## src/rtl/noc_pkg.sv

```systemverilog
// rtl/noc_pkg.sv - shared NoC flit type codes, filereg word width and tonet FSM encoding
package noc_pkg;

  localparam int unsigned FILEREG_WORD_WIDTH = 32;

  typedef enum logic [1:0] {
    FLIT_TYPE_HEADER      = 2'd0,
    FLIT_TYPE_BODY        = 2'd1,
    FLIT_TYPE_TAIL        = 2'd2,
    FLIT_TYPE_HEADER_TAIL = 2'd3
  } flit_type_e;

  typedef enum logic [1:0] {
    ST_IDLE     = 2'd0,
    ST_SEND_MSB = 2'd1,
    ST_SEND_LSB = 2'd2
  } tonet_state_e;

endpackage

```

## src/rtl/network_signal_packer.sv

```systemverilog
// rtl/network_signal_packer.sv - packs flit, flit type, broadcast and vn id into one NI data word
module network_signal_packer #(
  parameter int unsigned NetworkIfFlitWidth             = 64,
  parameter int unsigned NetworkIfFlitTypeWidth         = 2,
  parameter int unsigned NetworkIfBroadcastWidth        = 1,
  parameter int unsigned NetworkIfVirtualNetworkIdWidth = 2,
  localparam int unsigned NetworkIfDataWidth = NetworkIfFlitWidth + NetworkIfFlitTypeWidth +
                                               NetworkIfBroadcastWidth + NetworkIfVirtualNetworkIdWidth
) (
  input  logic [NetworkIfFlitWidth-1:0]             flit,
  input  logic [NetworkIfFlitTypeWidth-1:0]         flit_type,
  input  logic [NetworkIfBroadcastWidth-1:0]        broadcast,
  input  logic [NetworkIfVirtualNetworkIdWidth-1:0] vn_id,
  output logic [NetworkIfDataWidth-1:0]             network_data
);

  assign network_data = {flit, flit_type, broadcast, vn_id};

endmodule

```

## src/rtl/filereg_tonet.sv

```systemverilog
// rtl/filereg_tonet.sv - filereg response (one 64-bit beat) to 2-flit NoC packet, MSB word first
// FILEREG_TONET_SKID_EN selects a 2-entry response FIFO with a flop-only tready.
module filereg_tonet #(
  parameter int unsigned FileRegIfDataWidth             = 64,
  parameter int unsigned NetworkIfFlitWidth             = 64,
  parameter int unsigned NetworkIfFlitTypeWidth         = 2,
  parameter int unsigned NetworkIfBroadcastWidth        = 1,
  parameter int unsigned NetworkIfVirtualNetworkIdWidth = 2,
  parameter int unsigned NetworkIfDestIdWidth           = 8,
  localparam int unsigned NetworkIfDataWidth = NetworkIfFlitWidth + NetworkIfFlitTypeWidth +
                                               NetworkIfBroadcastWidth + NetworkIfVirtualNetworkIdWidth
) (
  input  logic                                      clk_i,
  input  logic                                      rst_ni,
  input  logic                                      filereg_s_tvalid_i,
  output logic                                      filereg_s_tready_o,
  input  logic [FileRegIfDataWidth-1:0]             filereg_s_tdata_i,
  input  logic                                      filereg_s_tlast_i,
  input  logic [NetworkIfDestIdWidth-1:0]           dst_id_i,
  input  logic [NetworkIfVirtualNetworkIdWidth-1:0] vn_id_i,
  output logic                                      network_valid_o,
  input  logic                                      network_ready_i,
  output logic [NetworkIfDataWidth-1:0]             network_data_o
);
  import noc_pkg::*;

  localparam int unsigned WordWidth  = FILEREG_WORD_WIDTH;
  localparam int unsigned VnW        = NetworkIfVirtualNetworkIdWidth;
  localparam int unsigned EntryWidth = FileRegIfDataWidth + NetworkIfDestIdWidth + VnW;

  if (FileRegIfDataWidth != 2 * WordWidth) begin : g_data_width_check
    $error("filereg_tonet: FileRegIfDataWidth must be 64");
  end
  if (NetworkIfFlitWidth < WordWidth + NetworkIfDestIdWidth) begin : g_flit_width_check
    $error("filereg_tonet: NetworkIfFlitWidth too narrow for word plus destination id");
  end

  tonet_state_e            state_q;
  flit_type_e              type_q;
  logic                    valid_q;
  logic [WordWidth-1:0]    word_q;
  logic [EntryWidth-1:0]   head_q, entry_in, next_entry;
  logic [1:0]              count_q;
  logic                    net_hs, pop, push, next_avail;
  logic                    unused_tlast;

  // head_q always holds the response whose packet is on (or about to be on) the network
  assign entry_in     = {filereg_s_tdata_i, dst_id_i, vn_id_i};
  assign net_hs       = valid_q & network_ready_i;
  assign pop          = net_hs && (state_q == ST_SEND_LSB);
  assign push         = filereg_s_tvalid_i & filereg_s_tready_o;
  assign unused_tlast = filereg_s_tlast_i;

`ifdef FILEREG_TONET_SKID_EN
  logic [EntryWidth-1:0] tail_q;

  assign filereg_s_tready_o = (count_q != 2'd2);
  assign next_avail         = (count_q == 2'd2) || push;
  assign next_entry         = (count_q == 2'd2) ? tail_q : entry_in;

  always_ff @(posedge clk_i or negedge rst_ni) begin
    if (!rst_ni) begin
      head_q <= '0;
      tail_q <= '0;
    end else begin
      if (pop) head_q <= next_entry;
      else if (push && count_q == 2'd0) head_q <= entry_in;
      if (push && !pop && count_q == 2'd1) tail_q <= entry_in;
    end
  end
`else
  // tready follows network_ready_i in SEND_LSB so the register refills as the tail leaves
  assign filereg_s_tready_o = (count_q == 2'd0) || pop;
  assign next_avail         = push;
  assign next_entry         = entry_in;

  always_ff @(posedge clk_i or negedge rst_ni) begin
    if (!rst_ni) head_q <= '0;
    else if (push) head_q <= entry_in;
  end
`endif

  always_ff @(posedge clk_i or negedge rst_ni) begin
    if (!rst_ni) count_q <= 2'd0;
    else count_q <= count_q + {1'b0, push} - {1'b0, pop};
  end

  always_ff @(posedge clk_i or negedge rst_ni) begin
    if (!rst_ni) begin
      state_q <= ST_IDLE;
      valid_q <= 1'b0;
      type_q  <= FLIT_TYPE_HEADER;
      word_q  <= '0;
    end else begin
      case (state_q)
        ST_IDLE: if (push) begin
          state_q <= ST_SEND_MSB;
          valid_q <= 1'b1;
          type_q  <= FLIT_TYPE_HEADER;
          word_q  <= entry_in[EntryWidth-1 -: WordWidth];
        end
        ST_SEND_MSB: if (net_hs) begin
          state_q <= ST_SEND_LSB;
          type_q  <= FLIT_TYPE_TAIL;
          word_q  <= head_q[EntryWidth-WordWidth-1 -: WordWidth];
        end
        ST_SEND_LSB: if (net_hs) begin
          if (next_avail) begin
            state_q <= ST_SEND_MSB;
            type_q  <= FLIT_TYPE_HEADER;
            word_q  <= next_entry[EntryWidth-1 -: WordWidth];
          end else begin
            state_q <= ST_IDLE;
            valid_q <= 1'b0;
          end
        end
        default: begin
          state_q <= ST_IDLE;
          valid_q <= 1'b0;
        end
      endcase
    end
  end

  logic [NetworkIfFlitWidth-1:0] flit;

  always_comb begin
    flit = '0;
    flit[WordWidth-1:0] = word_q;
    flit[WordWidth +: NetworkIfDestIdWidth] = head_q[VnW +: NetworkIfDestIdWidth];
  end

  assign network_valid_o = valid_q;

  network_signal_packer #(
    .NetworkIfFlitWidth            (NetworkIfFlitWidth),
    .NetworkIfFlitTypeWidth        (NetworkIfFlitTypeWidth),
    .NetworkIfBroadcastWidth       (NetworkIfBroadcastWidth),
    .NetworkIfVirtualNetworkIdWidth(VnW)
  ) u_packer (
    .flit        (flit),
    .flit_type   (NetworkIfFlitTypeWidth'(type_q)),
    .broadcast   ('0),
    .vn_id       (head_q[VnW-1:0]),
    .network_data(network_data_o)
  );

endmodule
```

## config.mk

```make
export PLATFORM = sky130hd
export DESIGN_NAME = filereg_tonet
export DESIGN_NICKNAME = d
export VERILOG_FILES = /design/src/rtl/noc_pkg.sv /design/src/rtl/network_signal_packer.sv /design/src/rtl/filereg_tonet.sv
export SDC_FILE = /design/constraint.sdc
export NUM_CORES = 1
export LEC_CHECK = 0
export CORE_UTILIZATION = 44
export CTS_CLUSTER_DIAMETER = 150
export DETAILED_ROUTE_END_ITERATION = 12
export PLACE_DENSITY_LB_ADDON = 0.05
export SETUP_SLACK_MARGIN = 0.4
export SYNTH_ARGS = -nofsm -noshare
export SYNTH_HDL_FRONTEND = slang
export SYNTH_SLANG_ARGS = --single-unit
```

## constraint.sdc

```tcl
create_clock -name clk_i -period 2.32 [get_ports clk_i]
set_input_delay 0.348 -clock clk_i [delete_from_list [all_inputs] [get_ports clk_i]]
set_output_delay 0.348 -clock clk_i [all_outputs]
set_load 0.02 [all_outputs]
```

==> results, run 1 <==
- The wire length of the first global-routing pass is 11,700 um.
- The worst-path cell with the longest stage delay is sky130_fd_sc_hd__dfrtp_2.
- The floorplan die height is 95.5 um.
- The total net switching power is 0.00240 W.
- After detailed routing, the number of remaining DRC violations is 0.
- The largest fanout of any net on the critical path is 5.
- The worst setup path is captured at an output port.
- The critical path goes through and4b_2, or2_2, buf_2.
- Cell internal power was estimated by the tool at 0.00483 W.
- The routing usage on met3 is 5.10%.
- For the worst setup path, the data required time is 1.97 ns.
- The root buffer selected by CTS is sky130_fd_sc_hd__clkbuf_8.
- The final number of hold-violating endpoints is 0.
- The number of antenna violations at the first check in global routing came to 0.
- The number of max-slew violations in the final report was 0.
- Setup violations remaining at the end of the flow were counted as 0.
- The TritonCTS clock tree is built.
- Sorting the synthesized cells by area gives the leading types as sky130_fd_sc_hd__dfrtp_1 52%, sky130_fd_sc_hd__mux2_2 22%, sky130_fd_sc_hd__mux2_4 12%, sky130_fd_sc_hd__buf_4 7.0%, sky130_fd_sc_hd__buf_6 0.88%.
- The multi-input gate area in the final layout is 0.00160 mm2.
- The worst hold slack is 0.0183 ns.
- The top cell types in the final layout, fill and taps aside, are 119 x sky130_fd_sc_hd__clkdlybuf4s50_1, 78 x sky130_fd_sc_hd__dfrtp_1, 76 x sky130_fd_sc_hd__mux2_2, 30 x sky130_fd_sc_hd__mux2_4, 26 x sky130_fd_sc_hd__conb_1.
- The startpoint-to-endpoint class of the critical path is reg -> out.
- 0 antenna diodes ended up in the layout.
- The TritonCTS buffer count is 9.
- The synthesized netlist occupies a cell area of 0.00384 mm2.
- Summed over all failing endpoints, the final setup total negative slack is 0 ns.
- At the end of the flow, the number of nets in the layout was 469.
- The total wirelength of the detailed-routed design is 7540 um.
- Detailed routing inserted a total of 2,384 vias.
- The routability congestion estimate from global placement is 0.721.
- Registers are responsible for 34.5% of the overall power.
- In this run switching power makes up 33.2% of total power.
- The time the final worst path needs with I/O delays and setup is 1.87 ns.
- The half-perimeter wire length of the detailed placement result is 5080 um.
- Across the run, the number of max-cap violations was 0.
- The area taken by flip-flops and latches is 0.00200 mm2.
- The floorplan step defined a die boundary enclosing 0.00912 mm2.
- The total power density per cell area is 1360 mW/mm2.
- Dividing the detail-routed via count by the number of cells gives 4.79.
- The final-layout fill cell count is 648.
- The critical path's top delay family is simple AND/OR/NAND/NOR gates.
- The critical path's largest stage delay is 0.44 ns.
- The core box area is 0.00834 mm2.
- The worst setup path is launched from a register.
- The area overhead of the layout relative to synthesis is 38.7%.
- The netlist uses 23 different library cells.
- The worst min-delay path class is in -> async.
- The total overflow left after global routing is 0.
- The worst-case register-to-register setup slack is 0.45 ns.
- Entering global routing, the biggest net connects 54 pins.
- Together, buffers and inverters on the worst path number 1.
- The worst path arrival time is 1.52 ns.
- The clock latency at the later pin of the worst-skew pair is 0.35 ns.
- The cell count after synthesis came out at 261.
- In the global route stage, met1 resource usage came out at 22.5%.
- The combinational power share is 52.6%.
- After synthesis, the mean cell area works out to 14.7 um2.
- The fraction of post-synthesis cell area in the top cell type by area is 52.1%.
- sky130_fd_sc_hd__dfrtp_1 takes more of the synthesized area than any other cell.
- Once detail routing completed, the nets flagged for antenna violations numbered 0.
- The cts-stage hold buffer count is 0.
- For this run, the number of standard cells in the final layout without fillers is 498.
- The clock power share is 12.8%.
- In this run the deepest clock path goes through 2 buffers.
- The count of pins on the block boundary is 150.
- Global routing consumed, on the met2 layer, 26.8% of the routing resources.
- The run finished with clean final reports.
- The depth of the worst register-to-register path is 6.
- The initial detailed-routing violation count is 34.
- Clock tree synthesis found a total of 80 sinks.
- The endpoint of the worst register-to-register path is word_q[0]$_DFFE_PN0P_.
- After global routing, the most crowded layer is met2.
- Setup repair after global routing could not meet its margin everywhere.
- The register bit total from synthesis is 80.
- In this run the number of H-tree levels came out at 3.
- The first-pass iteration count of the detailed router is 4.
- The count of synthesis-stage warnings from yosys is 0.
- The beginning of the worst register-to-register path is state_q[0]$_DFFE_PN0P_.
- After layout, the worst path uses 80.6% of the clock period.
- The clock-pin slew reported for the worst setup and hold paths after clock tree synthesis is 0.08 ns.
- The worst-margin pin slew is 0.675 ns.
- The layout cell share with drive strength beyond 1 is 37.2%.
- After synthesis, flip-flops and latches occupy 52.1% of the total area.
- For the final database, setup skew stands at 0.00974 ns.
- The leading cell type in the layout, fill and taps excluded is sky130_fd_sc_hd__clkdlybuf4s50_1.
- The fmax is 0.535 GHz.
- The via count of the first global-routing pass is 2,376.
- The row count is 33.
- The count of buffers from port buffering is 122.
- The die boundary width is 95.5 um.
- In this run the static leakage power is 2.31 nW.
- After detailed routing, the average wire length per cell comes to 15.1 um.
- The initial core utilization is 46.1%.
- The number of placed cells counting well taps is 476.
- In this run the tightest slew margin relative to its limit is 55.0%.
- Global routing consumed, over all layers together, 17.4% of the routing resources.
- The highest ir drop seen on vdd is 0.554 mV.
[state kept, by name (all words and copies together) (netlist names)]
| register | count |
|---|---|
| head_q | 42 |
| word_q | 32 |
| count_q | 2 |
| state_q | 2 |
| network_valid_o | 1 |
| type_q | 1 |
[layer usage]
metal,vias to the layer above,share of wire (%)
met5,-,0
met4,0,1.8
met3,11,7.1
met2,95,46
met1,1172,45
li1,1106,-
[metrics by stage]
stage          util (%)  area (um2)  setup slack (ns)  total power, W
2_1_floorplan         -        3950             0.420         0.00500
3_3_place_gp       60.7        5070           0.00748         0.00615
3_5_place_dp       60.7        5070            0.0125         0.00623
4_1_cts            62.9        5250             0.387         0.00718
5_1_grt            63.9        5330             0.381         0.00767
6_report           63.9        5330             0.450         0.00724
[cells in the mapped netlist]
master	instances
sky130_fd_sc_hd__dfrtp_1	80
sky130_fd_sc_hd__mux2_2	76
sky130_fd_sc_hd__buf_4	36
sky130_fd_sc_hd__mux2_4	30
sky130_fd_sc_hd__o21ai_0	5
sky130_fd_sc_hd__buf_2	4
sky130_fd_sc_hd__clkbuf_1	4
sky130_fd_sc_hd__nand2_1	4
sky130_fd_sc_hd__buf_6	3
sky130_fd_sc_hd__ha_1	2
sky130_fd_sc_hd__inv_1	2
sky130_fd_sc_hd__nand2b_1	2
sky130_fd_sc_hd__nor2_1	2
sky130_fd_sc_hd__xnor2_1	2
sky130_fd_sc_hd__a31oi_1	1
sky130_fd_sc_hd__and2_1	1
sky130_fd_sc_hd__and4b_1	1
sky130_fd_sc_hd__conb_1	1
sky130_fd_sc_hd__nand3_1	1
sky130_fd_sc_hd__nor2b_1	1
sky130_fd_sc_hd__o21ai_4	1
sky130_fd_sc_hd__o32ai_4	1
sky130_fd_sc_hd__or2_2	1
[power groups by stage]
stage | clock [W] | combinational (W) | sequential (W)
final | 0.000928 | 0.00381 | 0.00250
after detailed placement | 0 | 0.00370 | 0.00253
after global placement | 0 | 0.00364 | 0.00251
after global routing | 0.00101 | 0.00407 | 0.00259
after floorplan | 0 | 0.00218 | 0.00283
after CTS | 0.000958 | 0.00372 | 0.00251
[layout make-up]
type	count	area share [%]
Sequential cell	80	37.6
Timing Repair Buffer	138	26.6
Clock inverter	4	0.563
Multi-Input combinational cell	157	29.9
Tap cell	105	2.46
Clock buffer	12	2.72
Inverter	2	0.141
[worst reg2reg max path, delay by kind of cell (launching register included)]
kind	cells	cell delay, ns
and+or+nand+nor	1	0.32
AOI/OAI and AO/OA	2	0.39
buffers and inverters	2	0.30
DFF	1	0.40
muxes	1	0.33
[timing repair]
action                                  4_1_cts  5_1_grt
resized for setup                             6        4
endpoints found under the hold margin         0        0
pin swaps                                     0        1
endpoints found under the setup margin       34       26
cloned                                        0        2
buffers inserted                              1        3
[kinds of logic (layout without fill, tap and decap cells)]
family	count (synthesis)	count (layout)	share of synthesized area [%]
mux	106	106	34.0
flops	80	80	52.1
simple gates	13	13	1.79
xor+xnor	2	2	0.456
compound gates	8	8	1.95
buf+inv	49	156	9.01
fa+ha+maj	2	2	0.651
other cells	1	26	0.0975
[worst max path at each step]
stage,end,depth (start not counted),start
5_1_grt,word_q[0]$_DFFE_PN0P_,6,state_q[0]$_DFFE_PN0P_
6_report,filereg_s_tready_o,3,network_valid_o$_DFFE_PN0P_
3_3_place_gp,word_q[0]$_DFFE_PN0P_,6,network_ready_i
4_1_cts,word_q[0]$_DFFE_PN0P_,6,network_ready_i
2_1_floorplan,count_q[1]$_DFF_PN0_,8,network_valid_o$_DFFE_PN0P_
3_5_place_dp,word_q[0]$_DFFE_PN0P_,6,network_ready_i
Power figures use the tool's default switching activity.
==> run 2: changes to the inputs <==
Clock period 2.32 ns to 1.8 ns, I/O delays scaled along.
==> results, run 2 (same netlist as run 1, synthesis figures left out) <==
- The run finished with clean final reports.
- TritonCTS built the clock tree.
- In the final routed layout, each cell accounts on average for 16.4 um.
- The number of buffer and inverter stages on the critical path is 2.
- The worst hold slack is 0.447 ns.
- The worst-path cell with the longest stage delay is sky130_fd_sc_hd__dfrtp_1.
- In this run, CTS created clock tree buffers numbering 9.
- The core box area is 0.00834 mm2.
- The fmax is 0.557 GHz.
- In this run the cell area measured after placement is 0.00516 mm2.
- Per report_power, the sequential group accounts for 31.8% of the total.
- The number of max-slew violations in the final report is 0.
- The final setup slack of the worst path is 0.00477 ns.
- Grouping stages by cell kind, the critical path spends the most delay in flip-flops.
- The combinational power share is 52.4%.
- After layout, the minimum clock period comes to 1.80 ns.
- The first routing iteration left 27 violations.
- The final number of hold-violating endpoints is 0.
- The total power density per cell area is 1780 mW/mm2.
- After global routing the overflow that remains totals 0.
- The leading cell type in the layout, fill and taps excluded is sky130_fd_sc_hd__dfrtp_1.
- The design draws 0.0102 W.
- For this configuration, the core starts out at a cell density of 46.1%.
- Fill cells in the final layout number 613.
- The count of unresolved DRC violations after routing is 0.
- The number of antenna violations at the first check in global routing was 0.
- Of the total power, the share spent switching nets is 32.4%.
- The detail route stage leaves a number of antenna-violating nets equal to 0.
- The highest ir drop seen on vdd is 1.06 mV.
- The critical path in this run is classified as reg -> reg.
- The tightest min-delay check is of the in -> async type.
- STA puts the critical path data required time at 2.03 ns.
- The first-pass iteration count of the detailed router is 3.
- The antenna diode instance count is 0.
- The critical path capture point type is a register.
- In this design, the stage delay of the slowest critical-path cell is 0.39 ns.
- For this design the total switching power over the nets is 0.00331 W.
- In the final design database the tool counted 484 nets.
- The clock network accounts for 15.8% of the total power.
- The root buffer selected by CTS is sky130_fd_sc_hd__clkbuf_8.
- The count of endpoints failing setup in the final report is 0.
- Input and output buffers added on the ports amount to 122.
- The wire length of the first global-routing pass is 13,000 um.
- The half-perimeter wire length of the detailed placement result is 5400 um.
- Setup repair after global routing could not meet its margin everywhere.
- After clock tree synthesis, the clock-pin slew on the worst setup and hold paths is 0.08 ns.
- The overall global routing resource usage is 19.5%.
- In this run the tightest slew margin relative to its limit is 63.5%.
- The die is 95.5 um wide.
- The post-route netlist has 41.2% of its cells at a drive strength greater than 1.
- The maximum buffer depth of the clock tree is 2.
- The routability congestion estimate from global placement is 0.784.
- In this run the vertical extent of the chip is 95.5 um.
- CTS saw 80 sinks.
- The share of the cycle needed by the critical path after routing is 99.7%.
- The clock latency at the later pin of the worst-skew pair is 0.35 ns.
- In this run the number of H-tree levels came out at 3.
- Clock skew on the completed layout was measured at 0.00774 ns.
- head_q holds more flip-flops than any other register.
- Entering global routing, the biggest net connects 41 pins.
- Summing all flip-flop and latch instances after layout gives 0.00200 mm2.
- For flop-to-flop paths, the worst setup slack is 0.005 ns.
- The row count is 33.
- The floorplan step defined a die boundary enclosing 0.00912 mm2.
- The internal power of the cells is 0.00691 W.
- The worst path arrival time is 2.03 ns.
- STA classifies the critical path startpoint as a register.
- The critical path goes through and4b_2, o21ai_4, o32ai_4, buf_6, buf_12, mux2_4.
- The largest registers in the layout are head_q (42), word_q (32).
- The area overhead of the layout relative to synthesis is 49.6%.
- The top cell types in the final layout, fill and taps aside, are 79 x sky130_fd_sc_hd__dfrtp_1, 76 x sky130_fd_sc_hd__clkdlybuf4s50_1, 61 x sky130_fd_sc_hd__mux2_4, 45 x sky130_fd_sc_hd__mux2_2, 42 x sky130_fd_sc_hd__dlygate4sd2_1.
- Using the TritonRoute via totals, the vias-per-cell ratio works out to 4.72.
- At the pin with the least slew margin, the transition time is 0.547 ns.
- The max-cap check violation count is 0.
- The via count of the first global-routing pass is 2,615.
- The largest fanout of any net on the critical path is 13.
- The flip-flop count of the largest register, all copies and words added is 42.
- The worst setup slack before clock tree synthesis is -0.376 ns.
- During I/O placement, the number of pins put on the boundary was 150.
- The multi-input gate area in the final layout is 0.00176 mm2.
- The detailed router placed 2,420 vias in this run.
- The finished cells cover 0.00575 mm2.
- The final layout contains routed wiring with a total length of 8400 um.
- The total leakage power is 2.70 nW.
## run 2: cell types whose count changed in the layout (fill, tap and decap cells not counted), sizes merged, moves of 2 or more
cell | previous run | this run
clkbuf | 14 | 12
clkinvlp | 4 | 1
buf | 16 | 31
clkdlybuf4s50 | 119 | 76
dlygate4sd2 | 0 | 42
clkdlybuf4s15 | 0 | 2
bufinv | 0 | 3
## run 2: worst reg2reg max path, stage by stage (launching register included)
cell,delay [ns]
sky130_fd_sc_hd__dfrtp_1,0.39
sky130_fd_sc_hd__and4b_2,0.33
sky130_fd_sc_hd__o21ai_4,0.09
sky130_fd_sc_hd__o32ai_4,0.25
sky130_fd_sc_hd__buf_6,0.16
sky130_fd_sc_hd__buf_12,0.15
sky130_fd_sc_hd__mux2_4,0.31
## run 2: through the flow
stage | util (%) | cells | TNS [ns]
2_1_floorplan | - | 286 | -2.06
3_3_place_gp | 61.9 | 483 | -23.14
3_5_place_dp | 61.9 | 483 | -25.81
4_1_cts | 67.9 | 508 | -0.00518
5_1_grt | 69.0 | 513 | -1.08
6_report | 69.0 | 513 | 0
## run 2: timing repair
item | 4_1_cts | 5_1_grt
setup buffers | 5 | 3
endpoints found under the setup margin | 123 | 82
gates resized for setup | 97 | 6
hold buffers | 1 | 0
pin swaps | 0 | 1
hold endpoints to repair | 38 | 0
cloned | 3 | 2
## run 2: power groups by stage
stage	clock network [W]	registers [W]	logic (W)
final	0.00162	0.00325	0.00536
after global routing	0.00174	0.00336	0.00571
after CTS	0.00167	0.00324	0.00522
after detailed placement	0	0.00325	0.00491
after global placement	0	0.00323	0.00481
after floorplan	0	0.00365	0.00286
## run 2: layout make-up
type / count / area share (%)
sequential: 80 / 34.8
tap: 105 / 2.28
multi-input combinational: 157 / 30.5
inverter: 2 / 0.130
timing repair buffer: 153 / 27.8
clock inverter: 5 / 1.78
clock buffer: 11 / 2.63
## run 2: final timing paths
kind	start	endpoint	cells after the start
max	state_q[0]$_DFFE_PN0P_	word_q[8]$_DFFE_PN0P_	6
min	rst_ni	head_q[3]$_DFFE_PN0P_	2
max reg2reg	state_q[0]$_DFFE_PN0P_	word_q[8]$_DFFE_PN0P_	6
min reg2reg	count_q[1]$_DFF_PN0_	count_q[1]$_DFF_PN0_	1
max in group asynchronous	rst_ni	network_valid_o$_DFFE_PN0P_	3
min in group clk_i	count_q[1]$_DFF_PN0_	count_q[1]$_DFF_PN0_	1
## run 2: routing by layer
metal | track usage (%) | routed length, um | part of all wire (%) | up-vias
met5 | 0 | 0 | 0 | -
met2 | 32.3 | 4170 | 50 | 82
met3 | 6.62 | 571 | 6.8 | 7
met1 | 24.2 | 3590 | 43 | 1202
li1 | - | - | - | 1129
met4 | 5.60 | 66 | 0.79 | 0
==> run 3: changes to the inputs <==
Settings changed: CELL_PAD_IN_SITES_DETAIL_PLACEMENT set to 0, CELL_PAD_IN_SITES_GLOBAL_PLACEMENT set to 1, CORE_UTILIZATION 44 to 35.
==> results, run 3 (same netlist as run 1, synthesis figures left out) <==
- The number of placed cells counting well taps is 518.
- The total leakage power is 2.68 nW.
- After clock tree synthesis, the clock-pin slew on the worst setup and hold paths is 0.08 ns.
- Input and output buffers added on the ports amount to 122.
- Setup repair after global routing could not meet its margin everywhere.
- The core box area is 0.0105 mm2.
- For the worst setup path, the data arrival time is 1.99 ns.
- 150 I/O pins were placed.
- The register with the most flip-flops in the layout has 42 of them.
- The floorplan die height is 107 um.
- Entering global routing, the biggest net connects 37 pins.
- In the final layout, the share of cells above drive strength 1 is 39.5%.
- Across the routed clock network, the largest skew measured is 0.00981 ns.
- For this design, the slowest cell found on the critical path is sky130_fd_sc_hd__dfrtp_1.
- The flow ran to the end, and the final reports show no timing, DRC or antenna violations.
- Global routing finished with a remaining overflow of 0.
- TritonCTS built the clock tree.
- The number of sinks on the clock net is 80.
- The max-cap check violation count is 0.
- The worst setup path is launched from a register.
- In this run the power spent charging and discharging nets is 0.00324 W.
- The final number of hold-violating endpoints is 0.
- The path class of the tightest hold or removal check is in -> reg.
- By instance count, the cell type seen most on the critical path is sky130_fd_sc_hd__buf_12.
- Compared with the post-synthesis result, the final layout area differs by 46.9%.
- The critical path capture point type is a register.
- The library cell used most frequently in the layout, excluding fill and tap cells, is sky130_fd_sc_hd__dfrtp_1.
- In the final layout, flip-flops and latches occupy 0.00200 mm2.
- The final cell area excluding filler cells is 0.00565 mm2.
- The required arrival time at the worst endpoint is 2.02 ns.
- The clock network burns 13.2% of the power.
- The final net count is 480.
- The multi-input gate area in the final layout is 0.00179 mm2.
- Global routing consumed, over all layers together, 14.6% of the routing resources.
- The finished layout holds 539 standard cells, fillers aside.
- The via count of the first global-routing pass is 2,516.
- The TritonCTS buffer count is 9.
- The average wire per standard cell is 15.4 um.
- The initial detailed-routing violation count is 28.
- The first TritonRoute pass finished after 4 iterations.
- Routability-driven placement finished with a final weighted congestion of 0.693.
- In this run the worst path has a maximum fanout of 11.
- Once placement finished, the instance area stood at 0.00527 mm2.
- The worst path uses 98.2% of the clock period.
- Row generation in the floorplan step produced 37 rows.
- The die boundary width is 107 um.
- The total power density per cell area is 1740 mW/mm2.
- The highest ir drop seen on vdd is 0.813 mV.
- The first global-routing pass estimated 12,600 um of wire.
- The number of antenna violations at the first check in global routing was 0.
- The internal power of the cells is 0.00656 W.
- The total vias in the final route is 2,397.
- The largest register by flop count is head_q.
- Fill cells in the final layout number 923.
- The number of vias per cell is 4.45.
- Per report_power, the sequential group accounts for 33.1% of the total.
- The antenna diode instance count is 0.
- The H-tree depth reported by CTS is 3.
- The library cells used most frequently in the layout, excluding fill and tap cells, are 79 x sky130_fd_sc_hd__dfrtp_1, 75 x sky130_fd_sc_hd__clkdlybuf4s50_1, 72 x sky130_fd_sc_hd__mux2_4, 42 x sky130_fd_sc_hd__dlygate4sd2_1, 34 x sky130_fd_sc_hd__mux2_2.
- For the worst-skew pair, the clock arrives at the later sink with an insertion delay of 0.34 ns.
- The number of max-slew violations in the final report is 0.
- The clock period could shrink to 1.77 ns.
- The root buffer selected by CTS is sky130_fd_sc_hd__clkbuf_8.
- Based on the critical path, the design can be clocked at up to 0.566 GHz.
- The critical path's largest stage delay is 0.38 ns.
- The count of nets left with antenna violations once routing finished came out at 0.
- The critical path is of the reg -> reg type.
- For this run, design rule violations remaining after detail routing come to 0.
- The count of endpoints failing setup in the final report is 0.
- The half-perimeter wire length of the detailed placement result is 5680 um.
- The full die area is 0.0114 mm2.
- Walking the worst path, the cells encountered are and4b_2, o21ai_4, o32ai_4, buf_12, buf_12, mux2_4.
- The total wirelength of the detailed-routed design is 8320 um.
- The switching portion of total power is 33.1%.
- The largest registers in the layout are head_q (42), word_q (32).
- Once the floorplan was initialized, standard cells occupied 36.6% of the core.
- The maximum buffer depth of the clock tree is 2.
- In this run, the combinational gates consume 53.7% of the power.
[run 3: changes by cell type in the layout (fill, tap and decap cells not counted), sizes merged]
cell / before / now
buf: 31 / 29
clkdlybuf4s50: 76 / 75
dlymetal6s2s: 0 / 1
bufinv: 3 / 1
clkdlybuf4s15: 2 / 1
[run 3: what timing repair did]
action | 4_1_cts | 5_1_grt
pin swaps | 0 | 5
hold endpoints to repair | 34 | 0
buffers inserted | 2 | 3
hold buffers | 1 | 0
gates resized for setup | 56 | 53
setup endpoints to repair | 123 | 80
[run 3: path summary, 6_finish.rpt]
check,from,slack (ns),endpoint,cells past startpoint
max in group asynchronous,rst_ni,0.75,head_q[14]$_DFFE_PN0P_,3
worst min register to register,count_q[1]$_DFF_PN0_,0.50,count_q[1]$_DFF_PN0_,1
worst max register to register,state_q[0]$_DFFE_PN0P_,0.03,word_q[15]$_DFFE_PN0P_,6
worst min-delay path,network_ready_i,0.30,network_valid_o$_DFFE_PN0P_,4
min in group asynchronous,rst_ni,0.43,head_q[2]$_DFFE_PN0P_,2
worst max-delay path,state_q[0]$_DFFE_PN0P_,0.03,word_q[15]$_DFFE_PN0P_,6
[run 3: critical path: cells and delay by family, from the launching register on]
family          cells  cell delay, ns
mux                 1            0.30
compound gates      2            0.31
buf+inv             2            0.33
flops               1            0.38
simple gates        1            0.31
[run 3: layout make-up]
cell class | count | share of cell area (%)
Timing Repair Buffer | 149 | 26.4
Clock buffer | 12 | 2.57
Multi-Input combinational cell | 157 | 31.7
Clock inverter | 3 | 0.753
Sequential cell | 80 | 35.5
Tap cell | 136 | 3.01
Inverter | 2 | 0.177
[run 3: stage by stage]
stage | hold WS [ns] | util, % | worst slack [ns] | setup TNS [ns] | total power (W)
after floorplan | -0.0256 | - | -0.0712 | -2.06 | 0.00651
after global placement | 0.272 | 50.2 | -0.321 | -20.25 | 0.00829
after detailed placement | 0.278 | 50.2 | -0.348 | -21.78 | 0.00838
after CTS | 0.440 | 51.8 | 0.0156 | 0 | 0.00940
after global routing | 0.349 | 53.8 | -0.0122 | -0.0264 | 0.0104
final | 0.299 | 53.8 | 0.0333 | 0 | 0.00981
[run 3: routing by layer]
| layer | track usage, % | vias to the layer above | wire length (um) |
|---|---|---|---|
| met4 | 4.70 | 0 | 61 |
| li1 | - | 1118 | - |
| met3 | 4.86 | 7 | 577 |
| met2 | 23.4 | 86 | 3890 |
| met1 | 18.6 | 1186 | 3790 |
| met5 | 0 | - | 0 |
[run 3: power by group through the flow]
stage	clock network [W]	logic, W	registers [W]
after global routing	0.00143	0.00562	0.00337
after global placement	0	0.00504	0.00325
after detailed placement	0	0.00512	0.00326
final	0.00130	0.00527	0.00324
after floorplan	0	0.00286	0.00365
after CTS	0.00136	0.00482	0.00322
